$ cat src/rtl/bcd_alarm_display.sv
// Purpose : seconds counter in BCD with an alarm comparator, buzzer tone and a
//           multiplexed active-low 7-segment display driver.
// Latency : sec_tick is combinational. count, led_debug, buzz, seg and dig are
//           registered. RING is entered one cycle after a tick-driven match.
// Backpressure: none. The block free-runs from en/clr and accepts a write on
//           any cycle.
//
// Ports
//   i_clk, i_rst      clock; synchronous active-low reset
//   i_en, i_clr       count enable; synchronous clear of prescaler and count
//   i_alm_wr/_val     load strobe and BCD alarm value (digit 0 in [3:0])
//   i_alm_ack         silences and disarms the alarm
//   o_count           BCD count; o_sec_tick one pulse per second
//   o_led_debug       toggles on each tick; o_buzz tone while ringing
//   o_seg, o_dig      active-low segments {a..g,dp} and one-hot digit select
//
// Build option: define BLANK_LEADING_ZEROS_EN to blank the zero digits above
// the most significant non-zero digit. Digit 0 is always shown.
module bcd_alarm_display #(
    parameter int CLK_HZ    = 50000000,
    parameter int DIGITS    = 4,
    parameter int SCAN_DIV  = 50000,
    parameter int TONE_DIV  = 25000,
    parameter int RING_SECS = 10
) (
    input  logic                  i_clk,
    input  logic                  i_rst,
    input  logic                  i_en,
    input  logic                  i_clr,
    input  logic                  i_alm_wr,
    input  logic [4*DIGITS-1:0]   i_alm_val,
    input  logic                  i_alm_ack,
    output logic [4*DIGITS-1:0]   o_count,
    output logic                  o_sec_tick,
    output logic                  o_led_debug,
    output logic                  o_buzz,
    output logic [7:0]            o_seg,
    output logic [DIGITS-1:0]     o_dig
);

    localparam int CW  = 4 * DIGITS;
    localparam int PW  = (CLK_HZ   > 1) ? $clog2(CLK_HZ)   : 1;
    localparam int SW  = (SCAN_DIV > 1) ? $clog2(SCAN_DIV) : 1;
    localparam int TW  = (TONE_DIV > 1) ? $clog2(TONE_DIV) : 1;
    localparam int RW  = $clog2(RING_SECS + 1);
    localparam int SLW = (DIGITS   > 1) ? $clog2(DIGITS)   : 1;

    localparam logic [PW-1:0]  PRESC_MAX = PW'(CLK_HZ - 1);
    localparam logic [SW-1:0]  SCAN_MAX  = SW'(SCAN_DIV - 1);
    localparam logic [TW-1:0]  TONE_MAX  = TW'(TONE_DIV - 1);
    localparam logic [RW-1:0]  RING_MAX  = RW'(RING_SECS - 1);
    localparam logic [SLW-1:0] SLOT_MAX  = SLW'(DIGITS - 1);

    typedef enum logic {IDLE = 1'b0, RING = 1'b1} state_t;

    // Registers
    state_t            r_state;
    logic [PW-1:0]     r_presc;
    logic [CW-1:0]     r_count;
    logic              r_led;
    logic              r_tick_d;     // last count update came from a tick
    logic [CW-1:0]     r_alm;
    logic              r_armed;
    logic [RW-1:0]     r_ring_cnt;
    logic [TW-1:0]     r_tone_cnt;
    logic              r_buzz;
    logic [SW-1:0]     r_scan_cnt;
    logic [SLW-1:0]    r_slot;
    logic [7:0]        r_seg;
    logic [DIGITS-1:0] r_dig;

    // Combinational
    logic              w_tick;
    logic              w_alm_valid;
    logic [CW-1:0]     w_count_nxt;
    state_t            w_state_nxt;
    logic              w_armed_nxt;
    logic              w_load;
    logic              w_ring_start;
    logic              w_ring_stop;
    logic [SLW-1:0]    w_slot_nxt;
    logic [DIGITS-1:0] w_lz;
    logic [3:0]        w_digit;
    logic [7:0]        w_seg_nxt;
    logic [DIGITS-1:0] w_dig_nxt;

    function automatic logic [CW-1:0] bcd_inc(input logic [CW-1:0] c);
        logic [CW-1:0] v;
        logic          carry;
        v     = c;
        carry = 1'b1;
        for (int i = 0; i < DIGITS; i++) begin
            if (carry) begin
                if (v[4*i +: 4] == 4'd9) begin
                    v[4*i +: 4] = 4'd0;
                end else begin
                    v[4*i +: 4] = v[4*i +: 4] + 4'd1;
                    carry       = 1'b0;
                end
            end
        end
        return v;
    endfunction

    // Active-low {a,b,c,d,e,f,g,dp}, dp off.
    function automatic logic [7:0] seg_decode(input logic [3:0] d);
        logic [7:0] s;
        case (d)
            4'd0:    s = 8'h03;
            4'd1:    s = 8'h9F;
            4'd2:    s = 8'h25;
            4'd3:    s = 8'h0D;
            4'd4:    s = 8'h99;
            4'd5:    s = 8'h49;
            4'd6:    s = 8'h41;
            4'd7:    s = 8'h1F;
            4'd8:    s = 8'h01;
            4'd9:    s = 8'h09;
            default: s = 8'hFF;
        endcase
        return s;
    endfunction

    // Tick, write validation and next count. clr beats the tick.
    always_comb begin
        w_tick      = i_rst && i_en && !i_clr && (r_presc == PRESC_MAX);
        w_alm_valid = 1'b1;
        for (int i = 0; i < DIGITS; i++) begin
            if (i_alm_val[4*i +: 4] > 4'd9) w_alm_valid = 1'b0;
        end
        if (i_clr)       w_count_nxt = '0;
        else if (w_tick) w_count_nxt = bcd_inc(r_count);
        else             w_count_nxt = r_count;
    end

    // Alarm FSM. Ack outranks a write; a write outranks a pending match.
    always_comb begin
        w_state_nxt  = r_state;
        w_armed_nxt  = r_armed;
        w_load       = 1'b0;
        w_ring_start = 1'b0;
        w_ring_stop  = 1'b0;
        case (r_state)
            IDLE: begin
                if (i_alm_ack) begin
                    w_armed_nxt = 1'b0;
                end else if (i_alm_wr) begin
                    if (w_alm_valid) begin
                        w_load      = 1'b1;
                        w_armed_nxt = 1'b1;
                    end
                end else if (r_tick_d && r_armed && (r_count == r_alm)) begin
                    // Only a tick-driven update may ring; clr and writes
                    // never set r_tick_d.
                    w_state_nxt  = RING;
                    w_ring_start = 1'b1;
                end
            end
            RING: begin
                if (i_alm_ack) begin
                    w_state_nxt = IDLE;
                    w_armed_nxt = 1'b0;
                    w_ring_stop = 1'b1;
                end else if (i_alm_wr) begin
                    // Leaving RING disarms; a valid write re-arms with the
                    // new value.
                    w_state_nxt = IDLE;
                    w_ring_stop = 1'b1;
                    w_load      = w_alm_valid;
                    w_armed_nxt = w_alm_valid;
                end else if (w_tick && (r_ring_cnt == RING_MAX)) begin
                    w_state_nxt = IDLE;
                    w_armed_nxt = 1'b0;
                    w_ring_stop = 1'b1;
                end
            end
            default: w_state_nxt = IDLE;
        endcase
    end

    // Display: seg/dig are built from the next slot and next count so both
    // registers always describe the same digit.
    always_comb begin
        w_slot_nxt = r_slot;
        if (r_scan_cnt == SCAN_MAX) begin
            w_slot_nxt = (r_slot == SLOT_MAX) ? '0 : r_slot + 1'b1;
        end
        w_digit = w_count_nxt[4*int'(w_slot_nxt) +: 4];

        w_lz = '0;
`ifdef BLANK_LEADING_ZEROS_EN
        begin
            logic zero_run;
            zero_run = 1'b1;
            for (int i = DIGITS - 1; i >= 1; i--) begin
                zero_run = zero_run && (w_count_nxt[4*i +: 4] == 4'd0);
                w_lz[i]  = zero_run;
            end
        end
`endif

        w_dig_nxt             = '1;
        w_dig_nxt[w_slot_nxt] = 1'b0;
        w_seg_nxt             = seg_decode(w_digit);
        if (w_slot_nxt == '0) w_seg_nxt[0] = ~w_armed_nxt;
        if (w_lz[w_slot_nxt]) w_seg_nxt = 8'hFF;
    end

    // Counting path
    always_ff @(posedge i_clk) begin
        if (!i_rst) begin
            r_presc  <= '0;
            r_count  <= '0;
            r_led    <= 1'b0;
            r_tick_d <= 1'b0;
        end else begin
            if (i_clr)                      r_presc <= '0;
            else if (w_tick)                r_presc <= '0;
            else if (i_en)                  r_presc <= r_presc + 1'b1;
            r_count  <= w_count_nxt;
            r_tick_d <= w_tick;
            if (w_tick) r_led <= ~r_led;
        end
    end

    // Alarm state, ring timing and tone
    always_ff @(posedge i_clk) begin
        if (!i_rst) begin
            r_state    <= IDLE;
            r_alm      <= '0;
            r_armed    <= 1'b0;
            r_ring_cnt <= '0;
            r_tone_cnt <= '0;
            r_buzz     <= 1'b0;
        end else begin
            r_state <= w_state_nxt;
            r_armed <= w_armed_nxt;
            if (w_load) r_alm <= i_alm_val;
            if (w_ring_start) begin
                r_buzz     <= 1'b1;
                r_tone_cnt <= '0;
                r_ring_cnt <= '0;
            end else if (w_ring_stop) begin
                r_buzz     <= 1'b0;
                r_tone_cnt <= '0;
                r_ring_cnt <= '0;
            end else if (r_state == RING) begin
                if (r_tone_cnt == TONE_MAX) begin
                    r_tone_cnt <= '0;
                    r_buzz     <= ~r_buzz;
                end else begin
                    r_tone_cnt <= r_tone_cnt + 1'b1;
                end
                if (w_tick) r_ring_cnt <= r_ring_cnt + 1'b1;
            end
        end
    end

    // Scan and display registers
    always_ff @(posedge i_clk) begin
        if (!i_rst) begin
            r_scan_cnt <= '0;
            r_slot     <= '0;
            r_seg      <= 8'h03;
            r_dig      <= ~DIGITS'(1);
        end else begin
            r_scan_cnt <= (r_scan_cnt == SCAN_MAX) ? '0 : r_scan_cnt + 1'b1;
            r_slot     <= w_slot_nxt;
            r_seg      <= w_seg_nxt;
            r_dig      <= w_dig_nxt;
        end
    end

    assign o_count     = r_count;
    assign o_sec_tick  = w_tick;
    assign o_led_debug = r_led;
    assign o_buzz      = r_buzz;
    assign o_seg       = r_seg;
    assign o_dig       = r_dig;

endmodule

$ cat config.mk
export PLATFORM = sky130hd
export DESIGN_NAME = bcd_alarm_display
export DESIGN_NICKNAME = d
export VERILOG_FILES = /design/src/rtl/bcd_alarm_display.sv
export SDC_FILE = /design/constraint.sdc
export NUM_CORES = 1
export LEC_CHECK = 0
export ABC_CLOCK_PERIOD_IN_PS = 3300
export BUFFER_PORTS_ARGS = -buffer_cell sky130_fd_sc_hd__buf_2
export CAP_MARGIN = 20
export CORE_ASPECT_RATIO = 0.7
export CORE_UTILIZATION = 54
export DETAILED_ROUTE_END_ITERATION = 8
export PLACE_DENSITY = 0.77
export SLEW_MARGIN = 20
export SYNTH_ARGS = -nofsm -noshare
export SYNTH_HDL_FRONTEND = slang
export SYNTH_SLANG_ARGS = --single-unit
export TNS_END_PERCENT = 50
$ cat constraint.sdc
create_clock -name i_clk -period 3.3 [get_ports i_clk]
set_input_delay 0.165 -clock i_clk [delete_from_list [all_inputs] [get_ports i_clk]]
set_output_delay 0.165 -clock i_clk [all_outputs]
set_load 0.005 [all_outputs]
==> flow_summary.toml <==
[die]
initial_utilization_pct = 56.5
coreArea_um2 = 9830
dieArea_um2 = 10700
die_x_um = 123
rows = 30
die_y_um = 86.9
io_pins = 53

[sta]
relSlewSlack_pct = 45.2
fin_setup_tns_ns = 0
layout_min_cycle_time_ns = 3.20
setup_viol = 0
hold_viol_final = 0
setup_ws_ns = 0.101
report.final.slew_viol_count = 0
worst_pin_slew_ns = 0.818
fmax_mhz = 313
post-route-period-util_pct = 96.9
finalClockSkew_ns = 0.0108

[synth]
synthFlopType = "dfxtp_1"
synth.distinct_cells = 56
synth_seq_cells = 112
yosys.area.top_type = "dfxtp_1"
syn_nets = 678
yosys_warnings = 0
synth_edf_count = 0
synth_area_per_cell_um2 = 8.74
synthesis.area_um2 = 5560
yosysSeqAreaShare_pct = 40.3
yosysMostFrequentCell = "dfxtp_1"
synthCells = 636
synthArstFlopShare_pct = 0
synth_top_cells_by_area = "dfxtp_1, xor2_1, nor2_1"
synth_commonest_cells = "dfxtp_1, nor2_1, nand2_1, xor2_1"
netlist.area_leader.share_pct = 40.3

[clock_network]
cts_root_buf = "clkbuf_16"
cts.htree.levels = 3
cts_tree = "done"
path_clk_slew_ns = 0.07
cts_hold_buf = 0
numClockSinks = 112
cts_buffers = 9
clock_path_buffers = 2
clk_latency_ns = 0.35

[placement]
place_area_um2 = 6020
io_buffer_count = 52
place_ws_ns = 0.0663
dp_hpwl_um = 9400
gp_congestion = 0.914

[global_routing]
grt_max_degree = 34
track_usage_pct = 25.0
grt_pass1_wl_um = 20800
grt-ovfl-total = 0
grt_pass1_vias = 4256
antenna_found_initial = 0

[power]
peakVddDrop_mv = 0.287
seqPwrFrac_pct = 52.1
p_leak_uw = 0.00244
powerDensity_nw_per_um2 = 410
power_frac_clock_pct = 45.0
switchingPower_uw = 542
switching_share_pct = 20.7
intPower_uw = 2080
total_power_uw = 2620
power_frac_comb_pct = 2.8

[route]
wirelength_met1_um = 6360
wl_per_cell_um = 15.5
first_iter_violations = 449
num_vias = 4719
drt_wl_total_um = 12800
met3_length_um = 872
first_pass_iters = 5
vias_per_cell = 5.69
dr_wl_met2_um = 5450
ant_nets = 0
drc = 0
top_layer_used = "met4"

[worst_setup_path]
reg2reg_depth = 11
end_kind = "flip-flop"
path_max_fanout = 5
worstSetupPathType = "reg2reg"
arrival_ns = 3.48
regToRegSetupSlack_ns = 0.10
cp-start-kind = "flip-flop"
rr_startpoint = "r_presc[7]"
cp.required_ns = 3.58
worstReg2RegEnd = "o_seg[4]"

[final_layout]
drive_gt1_share_pct = 15.7
diodes = 0
area_growth_syn_to_layout_pct = 15.0
fillers = 808
fin_nets = 739
final_cell_area_um2 = 6390
multi_input_area_um2 = 3150
seq_area_um2 = 2240

[min_path]
holdPathEnd = "r_alm[4]"
hp-start = "i_alm_val[4]"
holdCritPathClass = "in2reg"
worstHoldPathCells = 3

[job]
max-cap-violations = 0

[status]
status = "complete, no violations"
worst max-delay path by stage:
stage | start | endpoint | slack (ns) | depth (start not counted)
4_1_cts | r_presc[7] | o_seg[4] | 0.01 | 11
3_5_place_dp | r_presc[7] | o_seg[4] | 0.07 | 11
3_3_place_gp | r_presc[7] | o_seg[4] | 0.22 | 11
6_report | r_presc[7] | o_seg[4] | 0.10 | 11
2_1_floorplan | r_presc[16] | o_seg[5] | 0.13 | 11
5_1_grt | r_presc[7] | o_seg[4] | -0.009 | 11
critical path: stages (launching register included):
cell and delay (ns):
dfxtp_1 0.35, or4_1 0.51, or4_4 0.49, nor3_4 0.29
mux2i_1 0.30, mux2i_1 0.13, a22oi_1 0.31, buf_4 0.19
ha_1 0.24, inv_1 0.08, mux2i_1 0.08, a21oi_1 0.16
final cells by class:
type	instances	share of cell area, %
multi-input cells	480	49.4
flip-flops and latches	112	35.1
repair buffers	77	7.01
clock buffers	11	3.80
well taps	128	2.51
clock inverters	5	1.23
inverters	17	0.999
power by group through the flow:
stage	Sequential (µW)	Clock (µW)	Combinational, µW
after floorplan	1390	0	47.7
after global placement	1400	0	72.7
after detailed placement	1400	0	73.9
after CTS	1360	1190	74.1
after global routing	1370	1240	82.8
final	1360	1180	74.5
sequential cells by signal (all words and copies together) (netlist names):
signal	flops
r_alm	16
r_presc	26
r_ring_cnt	4
r_state	1
r_armed	1
r_slot	2
o_count	16
o_led_debug	1
o_seg	8
r_scan_cnt	16
o_dig	4
r_tick_d	1
r_tone_cnt	15
o_buzz	1
kinds of logic (layout without fill, tap and decap cells):
family	count (synthesis)	count (layout)	synth area share, %
muxes	37	37	6.82
xor gates and xnor gates	68	68	10.7
DFF	112	112	40.3
buffers and inverters	44	110	3.44
adders and majority gates	20	20	4.50
and+or+nand+nor	285	285	26.0
AOI/OAI and AO/OA	70	70	8.13
metal layers:
| layer | GRT usage, % | up-vias |
|---|---|---|
| met1 | 36.1 | 2217 |
| met3 | 6.09 | 18 |
| met4 | 7.12 | 0 |
| li1 | - | 2323 |
| met5 | 0 | - |
| met2 | 37.0 | 161 |
cell usage in the layout, fill, tap and decap left out, types with 6 or more instances in the layout:
master and n:
a21oi_1 23, and2_1 6, and3_1 9, buf_2 52, buf_4 25, clkbuf_16 9
dfxtp_1 112, ha_1 20, inv_1 17, mux2i_1 32, nand2_1 48, nand3_1 32
nand4_1 19, nand4b_1 6, nor2_1 94, nor2b_1 16, nor3_1 12, o21ai_0 19
or3_1 9, xnor2_1 27, xor2_1 41
per-stage QoR:
stage | instances | hold WS, ns | utilization, %
5_1_grt | 830 | 0.0912 | 65.0
3_5_place_dp | 811 | 0.433 | 61.2
6_report | 830 | 0.0750 | 65.0
4_1_cts | 827 | 0.0727 | 64.5
2_1_floorplan | 636 | 0.335 | -
3_3_place_gp | 811 | 0.424 | 61.2
repair_timing:
item,in CTS,in global routing
gates resized for setup,0,4
setup endpoints to repair,0,7
buffers inserted,0,3
Power figures use the tool's default switching activity.
